<file path="config.mk">
export PLATFORM = sky130hd
export DESIGN_NAME = idex_bundle_reg
export DESIGN_NICKNAME = d
export VERILOG_FILES = /design/src/rtl/idex_bundle_reg_pkg.sv /design/src/rtl/idex_bundle_reg_decode_unpack.sv /design/src/rtl/idex_bundle_reg.sv
export SDC_FILE = /design/constraint.sdc
export NUM_CORES = 1
export LEC_CHECK = 0
export ABC_AREA = 1
export BUFFER_PORTS_ARGS = -buffer_cell sky130_fd_sc_hd__buf_2
export CELL_PAD_IN_SITES_DETAIL_PLACEMENT = 0
export CELL_PAD_IN_SITES_GLOBAL_PLACEMENT = 1
export CORE_MARGIN = 4
export CORE_UTILIZATION = 35
export CTS_CLUSTER_DIAMETER = 80
export DETAILED_ROUTE_END_ITERATION = 10
export PLACE_DENSITY_LB_ADDON = 0.25
export SLEW_MARGIN = 40
export SYNTH_ARGS = -nofsm -noshare
export SYNTH_HDL_FRONTEND = slang
export SYNTH_SLANG_ARGS = --single-unit
export TNS_END_PERCENT = 50
</file>
<file path="constraint.sdc">
create_clock -name clk -period 2.37 [get_ports clk]
set_clock_uncertainty 0.1 [all_clocks]
set_input_delay 0.474 -clock clk [delete_from_list [all_inputs] [get_ports clk]]
set_output_delay 0.474 -clock clk [all_outputs]
set_load 0.005 [all_outputs]
</file>
<file path="src/rtl/idex_bundle_reg_pkg.sv">
// Shared definitions for the ID/EX pipeline register.
// Holds the decode bundle geometry (bit positions of every field inside the
// 72-bit decode_out bundle) so that the decoder's packing and every consumer's
// unpacking agree on one layout, plus the regfile write-source encodings.
package idex_bundle_reg_pkg;

  localparam int unsigned DEC_W = 72;
  localparam int unsigned PC_W  = 32;

  // Field positions inside the decode bundle, MSB first.
  localparam int unsigned DEC_INST_TYPE_HI = 71;
  localparam int unsigned DEC_INST_TYPE_LO = 69;
  localparam int unsigned DEC_RS_HI        = 68;
  localparam int unsigned DEC_RS_LO        = 64;
  localparam int unsigned DEC_RT_HI        = 63;
  localparam int unsigned DEC_RT_LO        = 59;
  localparam int unsigned DEC_RD_HI        = 58;
  localparam int unsigned DEC_RD_LO        = 54;
  localparam int unsigned DEC_IMM_HI       = 53;
  localparam int unsigned DEC_IMM_LO       = 22;
  localparam int unsigned DEC_EXT_OP_HI    = 21;
  localparam int unsigned DEC_EXT_OP_LO    = 16;
  localparam int unsigned DEC_NPC_OP_HI    = 15;
  localparam int unsigned DEC_NPC_OP_LO    = 13;
  localparam int unsigned DEC_ALU_SRC      = 12;
  localparam int unsigned DEC_ALU_OP_HI    = 11;
  localparam int unsigned DEC_ALU_OP_LO    = 7;
  localparam int unsigned DEC_DM_WE        = 6;
  localparam int unsigned DEC_DM_SIGN      = 5;
  localparam int unsigned DEC_DM_WIDTH_HI  = 4;
  localparam int unsigned DEC_DM_WIDTH_LO  = 3;
  localparam int unsigned DEC_RF_WE        = 2;
  localparam int unsigned DEC_RF_WSRC_HI   = 1;
  localparam int unsigned DEC_RF_WSRC_LO   = 0;

  // Regfile write source: value comes from data memory (i.e. a load).
  localparam logic [1:0] RF_WSRC_DM = 2'b01;

endpackage

</file>
<file path="src/rtl/idex_bundle_reg_decode_unpack.sv">
// decode_unpack: purely combinational split of a decode bundle into named
// execute-stage fields. No gating happens here; callers that need bubbles to
// be harmless qualify the write enables themselves.
//   bundle     in  72  packed decode bundle
//   inst_type  out  3  ... rf_wsrc out 2   named fields (see package positions)
module decode_unpack
  import idex_bundle_reg_pkg::*;
(
  input  logic [DEC_W-1:0] bundle,
  output logic [2:0]       inst_type,
  output logic [4:0]       rs_addr,
  output logic [4:0]       rt_addr,
  output logic [4:0]       rd_addr,
  output logic [31:0]      imm,
  output logic [5:0]       ext_op,
  output logic [2:0]       npc_op,
  output logic             alu_src,
  output logic [4:0]       alu_op,
  output logic             dm_we,
  output logic             dm_sign,
  output logic [1:0]       dm_width,
  output logic             rf_we,
  output logic [1:0]       rf_wsrc
);

  assign inst_type = bundle[DEC_INST_TYPE_HI:DEC_INST_TYPE_LO];
  assign rs_addr   = bundle[DEC_RS_HI:DEC_RS_LO];
  assign rt_addr   = bundle[DEC_RT_HI:DEC_RT_LO];
  assign rd_addr   = bundle[DEC_RD_HI:DEC_RD_LO];
  assign imm       = bundle[DEC_IMM_HI:DEC_IMM_LO];
  assign ext_op    = bundle[DEC_EXT_OP_HI:DEC_EXT_OP_LO];
  assign npc_op    = bundle[DEC_NPC_OP_HI:DEC_NPC_OP_LO];
  assign alu_src   = bundle[DEC_ALU_SRC];
  assign alu_op    = bundle[DEC_ALU_OP_HI:DEC_ALU_OP_LO];
  assign dm_we     = bundle[DEC_DM_WE];
  assign dm_sign   = bundle[DEC_DM_SIGN];
  assign dm_width  = bundle[DEC_DM_WIDTH_HI:DEC_DM_WIDTH_LO];
  assign rf_we     = bundle[DEC_RF_WE];
  assign rf_wsrc   = bundle[DEC_RF_WSRC_HI:DEC_RF_WSRC_LO];

endmodule

</file>
<file path="src/rtl/idex_bundle_reg.sv">
// idex_bundle_reg: ID/EX pipeline register with a 2-entry skid (main M, skid S).
// Accepts decode bundle + PC under valid/ready, presents M to execute as named
// fields, supports flush, and reports load-use hazards against decode_in.
//   clk, rst (sync, active-high), flush
//   in_valid/in_ready, decode_in[71:0], pc_in[31:0]      decode side
//   out_valid/out_ready, pc_out[31:0], unpacked fields     execute side
//   lu_hazard                                              advisory to hazard unit
module idex_bundle_reg
  import idex_bundle_reg_pkg::*;
(
  input  logic             clk,
  input  logic             rst,
  input  logic             flush,
  input  logic             in_valid,
  output logic             in_ready,
  input  logic [DEC_W-1:0] decode_in,
  input  logic [PC_W-1:0]  pc_in,
  output logic             out_valid,
  input  logic             out_ready,
  output logic [PC_W-1:0]  pc_out,
  output logic [2:0]       inst_type,
  output logic [4:0]       rs_addr,
  output logic [4:0]       rt_addr,
  output logic [4:0]       rd_addr,
  output logic [31:0]      imm,
  output logic [5:0]       ext_op,
  output logic [2:0]       npc_op,
  output logic             alu_src,
  output logic [4:0]       alu_op,
  output logic             dm_we,
  output logic             dm_sign,
  output logic [1:0]       dm_width,
  output logic             rf_we,
  output logic [1:0]       rf_wsrc,
  output logic             lu_hazard
);

  logic             m_valid;
  logic             s_valid;
  logic [DEC_W-1:0] m_bundle;
  logic [DEC_W-1:0] s_bundle;
  logic [PC_W-1:0]  m_pc;
  logic [PC_W-1:0]  s_pc;
  logic             acc;
  logic             pop;
  logic             dm_we_raw;
  logic             rf_we_raw;

  // Ready depends only on registered occupancy so execute-side backpressure
  // never forms a combinational path back into decode.
  assign in_ready  = !s_valid && !rst;
  assign out_valid = m_valid;
  assign acc       = in_valid && in_ready;
  assign pop       = out_valid && out_ready;

  always_ff @(posedge clk) begin
    if (rst) begin
      m_valid  <= 1'b0;
      s_valid  <= 1'b0;
      m_bundle <= '0;
      s_bundle <= '0;
      m_pc     <= '0;
      s_pc     <= '0;
    end else if (flush) begin
      // A beat accepted this cycle is dropped along with everything buffered.
      m_valid <= 1'b0;
      s_valid <= 1'b0;
    end else if (!m_valid) begin
      if (acc) begin
        m_valid  <= 1'b1;
        m_bundle <= decode_in;
        m_pc     <= pc_in;
      end
    end else if (pop) begin
      if (s_valid) begin
        // in_ready was low, so nothing new can arrive while S drains.
        m_bundle <= s_bundle;
        m_pc     <= s_pc;
        s_valid  <= 1'b0;
      end else if (acc) begin
        m_bundle <= decode_in;
        m_pc     <= pc_in;
      end else begin
        m_valid <= 1'b0;
      end
    end else if (acc) begin
      s_valid  <= 1'b1;
      s_bundle <= decode_in;
      s_pc     <= pc_in;
    end
  end

  decode_unpack u_unpack (
    .bundle    (m_bundle),
    .inst_type (inst_type),
    .rs_addr   (rs_addr),
    .rt_addr   (rt_addr),
    .rd_addr   (rd_addr),
    .imm       (imm),
    .ext_op    (ext_op),
    .npc_op    (npc_op),
    .alu_src   (alu_src),
    .alu_op    (alu_op),
    .dm_we     (dm_we_raw),
    .dm_sign   (dm_sign),
    .dm_width  (dm_width),
    .rf_we     (rf_we_raw),
    .rf_wsrc   (rf_wsrc)
  );

  assign pc_out = m_pc;
  // Only the side-effecting enables are qualified; a bubble must never write.
  assign dm_we  = dm_we_raw && m_valid;
  assign rf_we  = rf_we_raw && m_valid;

  assign lu_hazard = rf_we && (rf_wsrc == RF_WSRC_DM) && (rd_addr != 5'd0) && in_valid &&
                     ((decode_in[DEC_RS_HI:DEC_RS_LO] == rd_addr) ||
                      (decode_in[DEC_RT_HI:DEC_RT_LO] == rd_addr));

endmodule
</file>
==> results of run 1 <==
==> through the flow <==
| step | power (uW) | area, um^2 |
|---|---|---|
| finish | 8180 | 10900 |
| global route | 8570 | 10900 |
| CTS | 8300 | 10900 |
| detailed placement | 4470 | 10100 |
| global placement | 4470 | 10100 |
| floorplan | 4160 | 8890 |
==> power by group through the flow <==
| stage | sequential, uW | clock (uW) | combinational, uW |
|---|---|---|---|
| detailed placement | 3780 | 0 | 694 |
| global placement | 3780 | 0 | 688 |
| global route | 3710 | 4060 | 794 |
| finish | 3700 | 3790 | 687 |
| CTS | 3700 | 3900 | 696 |
| floorplan | 3780 | 0 | 385 |
==> worst max-delay path, cell delays in order (launching register included) <==
cell	delay, ps
dfxtp_4	560
nand2_1	120
inv_2	110
nand3_1	90
a21oi_1	130
buf_2	140
==> cell type report <==
| cell class | instances | share of cell area (%) |
|---|---|---|
| well taps | 330 | 3.78 |
| flip-flops and latches | 210 | 38.6 |
| clock inverters | 10 | 0.814 |
| inverters | 56 | 1.96 |
| multi-input cells | 918 | 36.2 |
| repair buffers | 230 | 12.0 |
| clock buffers | 36 | 6.66 |
| diodes | 1 | 0.0229 |
==> cells by family after synthesis <==
logic type / count (synthesis) / share of synthesized area (%)
AND/OR/NAND/NOR: 634 / 28.2
AO/OA/AOI/OAI: 281 / 15.8
flip-flops: 210 / 47.3
buffers and inverters: 154 / 8.43
XOR/XNOR: 3 / 0.296
==> registers in the layout, summed over array words and instances (netlist names) <==
| signal | flops |
|---|---|
| m_bundle | 72 |
| out_valid | 1 |
| pc_out | 32 |
| s_pc | 32 |
| s_valid | 1 |
| s_bundle | 72 |
==> routing by layer <==
metal	track usage, %	vias up
li1	-	4416
met1	24.4	3781
met2	29.1	190
met3	4.58	30
met4	3.85	4
met5	0	-
==> worst max path at each step <==
stage | startpoint | end | slack [ps] | cells after the start
6_report | out_valid | lu_hazard | 120 | 5
3_3_place_gp | out_ready | m_bundle[5] | 450 | 10
4_1_cts | out_valid | dm_we | 20 | 4
3_5_place_dp | out_valid | pc_out[22] | 400 | 8
2_1_floorplan | out_valid | lu_hazard | 700 | 6
5_1_grt | out_valid | lu_hazard | 8 | 5
==> synthesized netlist by cell type (all sizes together) <==
cell type and instances:
clkinv 1, nor2 358, dfxtp 210, clkbuf 38
nand3 73, nand2 201, a21oi 38, buf 60
o21ai 242, inv 55, xor2 1, xnor2 2
nor3b 2, o211ai 1
==> repair_timing <==
item                       4_1_cts  5_1_grt
setup endpoints to repair        0        2
setup buffers                    0        0
gates resized for setup          0        3
==> results_dict.tcl, run 1 <==
set metrics [dict create \
    initial_core_util_pct 35.4 \
    cp-start-kind "flip-flop" \
    synth-seq-cells 210 \
    die_x_um 167 \
    hpwl_um 15600 \
    hold_path.class "in2reg" \
    power_frac_seq_pct 45.3 \
    critPathRequiredTime_ps 1800 \
    root_buffer "clkbuf_16" \
    worst_slew_pin_slew_ps 861 \
    seq_area_um2 4210 \
    core_um2 25100 \
    clkSinkCount 210 \
    ys.warnings.count 0 \
    cp_max_fo 26 \
    holdPathEnd "s_bundle[69]" \
    synth_area_leader_cell "dfxtp_1" \
    rows 58 \
    power.density_nw_per_um2 750 \
    combPwrFrac_pct 8.4 \
    dp_slack_ps 404 \
    io_buffers 215 \
    vias 8421 \
    rr_endpoint "m_bundle[15]" \
    gr-total-overflow 0 \
    avgSynthCellArea_um2 6.94 \
    met3WireLength_um 1630 \
    slew_viol_final 0 \
    holdBufCountCts 0 \
    insertion_delay_ps 530 \
    ys_types 23 \
    fin_crit_sh_pct 95.1 \
    cts_tree "yes" \
    drive_gt1_share_pct 19.6 \
    slew_headroom_pct 42.6 \
    clkPwrFrac_pct 46.3 \
    multi_input_area_um2 3950 \
    synth_top_area_share_pct 47.3 \
    syn_inst 1282 \
    reg2reg_slack_ps 430 \
    hold_violations 0 \
    vdd_drop_max_mv 0.390 \
    dieArea_um2 28000 \
    crit_type "reg2out" \
    end_kind "output port" \
    dr.pass1.iters 5 \
    antenna_found_initial 4 \
    route.met2.wl_um 11600 \
    drt-met1-wl_um 12300 \
    setup-tns-final_ps 0 \
    setup_viol 0 \
    gp_congestion 0.764 \
    syn-num-nets 1391 \
    final.min_clock_period_ps 2250 \
    hp-start "decode_in[69]" \
    io_pins 216 \
    fin_cells 1791 \
    nNetsFinal 1550 \
    whs_ps 106 \
    grt_max_degree 140 \
    netlist_area_um2 8890 \
    worstPathArrival_ps 1680 \
    track_usage_pct 18.0 \
    switchingPower_uw 2000 \
    cts_buffer_depth 3 \
    status "finished, final reports clean" \
    synth.area.top_cells "dfxtp_1 47%, nor2_1 15%, o21ai_0 10%" \
    finish.utilization_pct 43.4 \
    fmax_ghz 0.444 \
    cts_made_buffers 25 \
    fillers 2722 \
    maxUsedRoutingLayer "met5" \
    ant_nets 0 \
    grt_pass1_wl_um 42300 \
    dieHeight_um 167 \
    hold_path_depth 3 \
    wl_per_cell_um 14.5 \
    r2r_cells 8 \
    drv_cap 0 \
    dp_cells 1744 \
    clkTransAtPathRegs_ps 60 \
    switching_share_pct 24.5 \
    post-route-drc-count 0 \
    p_leak_uw 0.00496 \
    fin_ws_ps 116 \
    area_growth_syn_to_layout_pct 22.7 \
    seq_area_frac_synth_pct 47.3 \
    first_global_vias 7896 \
    p_int_uw 6180 \
    r2r-start "out_valid" \
    rsz0062_at_grt "no" \
    drt_iter0_drc 492 \
    avgViaCountPerCell 4.70 \
    htreeDepth 1 \
    final_cell_mix "357 x nor2_1, 215 x buf_2, 207 x dfxtp_1" \
    totalWireLength_um 26000 \
    mostFrequentLayoutCell "nor2_1" \
]
Power figures use the tool's default switching activity.
==> run 2, diff against run 1 <==
--- a/config.mk
+++ b/config.mk
@@ -5,7 +5,6 @@
 export SDC_FILE = /design/constraint.sdc
 export NUM_CORES = 1
 export LEC_CHECK = 0
-export ABC_AREA = 1
 export BUFFER_PORTS_ARGS = -buffer_cell sky130_fd_sc_hd__buf_2
 export CELL_PAD_IN_SITES_DETAIL_PLACEMENT = 0
 export CELL_PAD_IN_SITES_GLOBAL_PLACEMENT = 1
==> run 2 against run 1 <==
Compared with the run above:
- via count increased by 9.3%
- hold slack worse by 9.1 ps
- largest power group is now sequential cells
- utilization is 0.23 points higher
- design area up 4.6%
- critical path type unchanged
==> results_dict.tcl, run 2 <==
set metrics [dict create \
    startpoint "m_bundle[55]" \
    rows 59 \
    htreeDepth 1 \
    root_buffer "clkbuf_16" \
    track_usage_pct 20.0 \
    cp_max_fo 3 \
    mostFrequentLayoutCell "nand2_1" \
    cts_tree "yes" \
    fin_crit_sh_pct 99.4 \
    p_int_uw 6130 \
    clkTransAtPathRegs_ps 60 \
    end_kind "output port" \
    p_leak_uw 0.00458 \
    gr-max-usage-layer "met2" \
    yosysMostFrequentCell "nand2_1" \
    cp-start-kind "flip-flop" \
    syn-num-nets 1417 \
    initial_core_util_pct 35.7 \
    async_flop_share_pct 0 \
    drv_cap 0 \
    combPwrFrac_pct 10.9 \
    slew_headroom_pct 53.3 \
    worst_slew_pin_slew_ps 701 \
    nNetsFinal 1552 \
    vias 9201 \
    clkPwrFrac_pct 43.6 \
    first_global_vias 8717 \
    switching_share_pct 25.7 \
    insertion_delay_ps 520 \
    drive_gt1_share_pct 19.4 \
    clkSinkCount 210 \
    rr_endpoint "m_bundle[27]" \
    hold_path.class "in2reg" \
    r2r-start "s_valid" \
    drt_iter0_drc 681 \
    synth_ff_type "dfxtp_1" \
    ant_nets 0 \
    slowest_delay_ps 500 \
    reg_top3 "m_bundle: 72 flops, s_bundle: 72 flops" \
    power_frac_seq_pct 45.5 \
    core_um2 26100 \
    post-route-drc-count 0 \
    synth-seq-cells 210 \
    dieArea_um2 29300 \
    r2r_cells 6 \
    totalWireLength_um 30700 \
    status "finished, final reports clean" \
    avgSynthCellArea_um2 7.13 \
    synth_common_cells "418 x nand2_1, 210 x a21oi_1, 210 x dfxtp_1" \
    worstPathArrival_ps 1780 \
    hold_violations 0 \
    holdBufCountCts 0 \
    grt_pass1_wl_um 48100 \
    gr-total-overflow 0 \
    cts_made_buffers 25 \
    die_x_um 171 \
    synth_edf_count 0 \
    met1_usage_pct 27.5 \
    crit_path_end "lu_hazard" \
    path_cells "or4_1 > o211ai_1 > a21oi_2 > buf_2" \
    fmax_ghz 0.425 \
    hpwl_um 16500 \
    reg2reg_slack_ps 250 \
    final_cell_mix "417 x nand2_1, 212 x buf_2, 209 x a21oi_1" \
    dieHeight_um 171 \
    gp_congestion 0.713 \
    grt_use_met3_pct 3.45 \
    ys_types 26 \
    syn_inst 1308 \
    dr.pass1.iters 5 \
    wl_per_cell_um 17.1 \
    seq_area_frac_synth_pct 45.1 \
    cp_slowest_cell "or4_1" \
    slew_viol_final 0 \
    whs_ps 96.5 \
    netlist_area_um2 9320 \
    antenna_found_initial 5 \
    final.min_clock_period_ps 2350 \
    gr-usage-met2_pct 32.9 \
    io_pins 216 \
    power_uw 8250 \
    synth.area.top_cells "dfxtp_1 45%, nand2_1 17%, a21oi_1 11%" \
    cts_buffer_depth 3 \
    synth_area_leader_cell "dfxtp_1" \
    grt_max_degree 130 \
    switchingPower_uw 2120 \
    vdd_drop_max_mv 0.351 \
    area_growth_syn_to_layout_pct 22.4 \
    setup_viol 0 \
    rsz0062_at_grt "yes" \
    critPathRequiredTime_ps 1800 \
    synth_top_area_share_pct 45.1 \
    crit_type "reg2out" \
    io_buffers 215 \
    avgViaCountPerCell 5.12 \
    power.density_nw_per_um2 723 \
    ys.warnings.count 0 \
]
==> run 2: changes by cell type after synthesis, moves of 33 or more <==
cell | previous run | this run
a211oi_1 | 0 | 105
a21oi_1 | 38 | 210
buf_2 | 43 | 10
clkbuf_1 | 38 | 101
inv_1 | 51 | 1
nand2_1 | 196 | 418
nand3_1 | 73 | 2
nor2_1 | 357 | 106
o21ai_0 | 184 | 105
o21ai_1 | 58 | 0
==> run 2: cell type report <==
class	count	area, um^2
Clock buffer	41	736
Antenna cell	2	5.00
Inverter	1	3.75
Sequential cell	210	4220
Fill cell	2780	14700
Multi-Input combinational cell	969	4580
Tap cell	335	419
Timing Repair Buffer	236	1430
Clock inverter	2	16.3
==> run 2: repair_timing <==
action,in CTS,in global routing
resized for setup,4,6
buffers inserted,4,0
endpoints found under the hold margin,0,0
pin swaps,2,1
endpoints found under the setup margin,1,3
==> run 2: kinds of logic (layout without fill, tap and decap cells) <==
family | after synthesis | in the layout | synth area share, %
and+or+nand+nor | 536 | 536 | 22.1
AOI/OAI and AO/OA | 423 | 423 | 25.7
DFF | 210 | 210 | 45.1
buffers and inverters | 129 | 280 | 6.17
xor gates and xnor gates | 10 | 10 | 0.940
other | 0 | 2 | 0
==> run 2: metal layers <==
metal	part of all wire (%)	wire, um	vias up
met2	46	14100	232
met1	46	14200	4266
met3	5.3	1620	43
met4	2.0	626	6
li1	-	-	4654
met5	0.14	42	-
==> run 2: power groups by stage <==
stage / combinational (uW) / sequential (uW) / clock, uW
after floorplan: 467 / 3830 / 0
after detailed placement: 892 / 3830 / 0
final: 898 / 3750 / 3600
after global routing: 1000 / 3770 / 3820
after CTS: 907 / 3750 / 3690
after global placement: 882 / 3830 / 0
==> run 2: worst min-delay path by stage <==
| stage | start | endpoint | slack, ps | cells after the start |
|---|---|---|---|---|
| after floorplan | s_bundle[0] | s_bundle[0] | 340 | 2 |
| after global placement | s_pc[22] | s_pc[22] | 340 | 2 |
| after detailed placement | s_bundle[56] | s_bundle[56] | 350 | 2 |
| after CTS | decode_in[3] | s_bundle[3] | 90 | 3 |
| after global routing | decode_in[0] | s_bundle[0] | 90 | 3 |
| final | decode_in[15] | s_bundle[15] | 100 | 3 |
==> run 2: critical path: cells and delay by family, from the launching register on <==
kind | cells | cell delay, ps
AO/OA/AOI/OAI | 2 | 280
buffers and inverters | 1 | 130
flip-flops | 1 | 360
AND/OR/NAND/NOR | 1 | 500
==> run 2: stage by stage <==
| step | instance area (um^2) | utilization [%] | instances | worst slack [ps] | TNS (ps) |
|---|---|---|---|---|---|
| after floorplan | 9320 | - | 1308 | 412 | 0 |
| after global placement | 10500 | 40.3 | 1745 | -12.5 | -24.7 |
| after detailed placement | 10600 | 40.5 | 1747 | 232 | 0 |
| after CTS | 11400 | 43.6 | 1794 | -12.4 | -12.4 |
| after global routing | 11400 | 43.7 | 1796 | -46.8 | -46.8 |
| final | 11400 | 43.7 | 1796 | 15.3 | 0 |
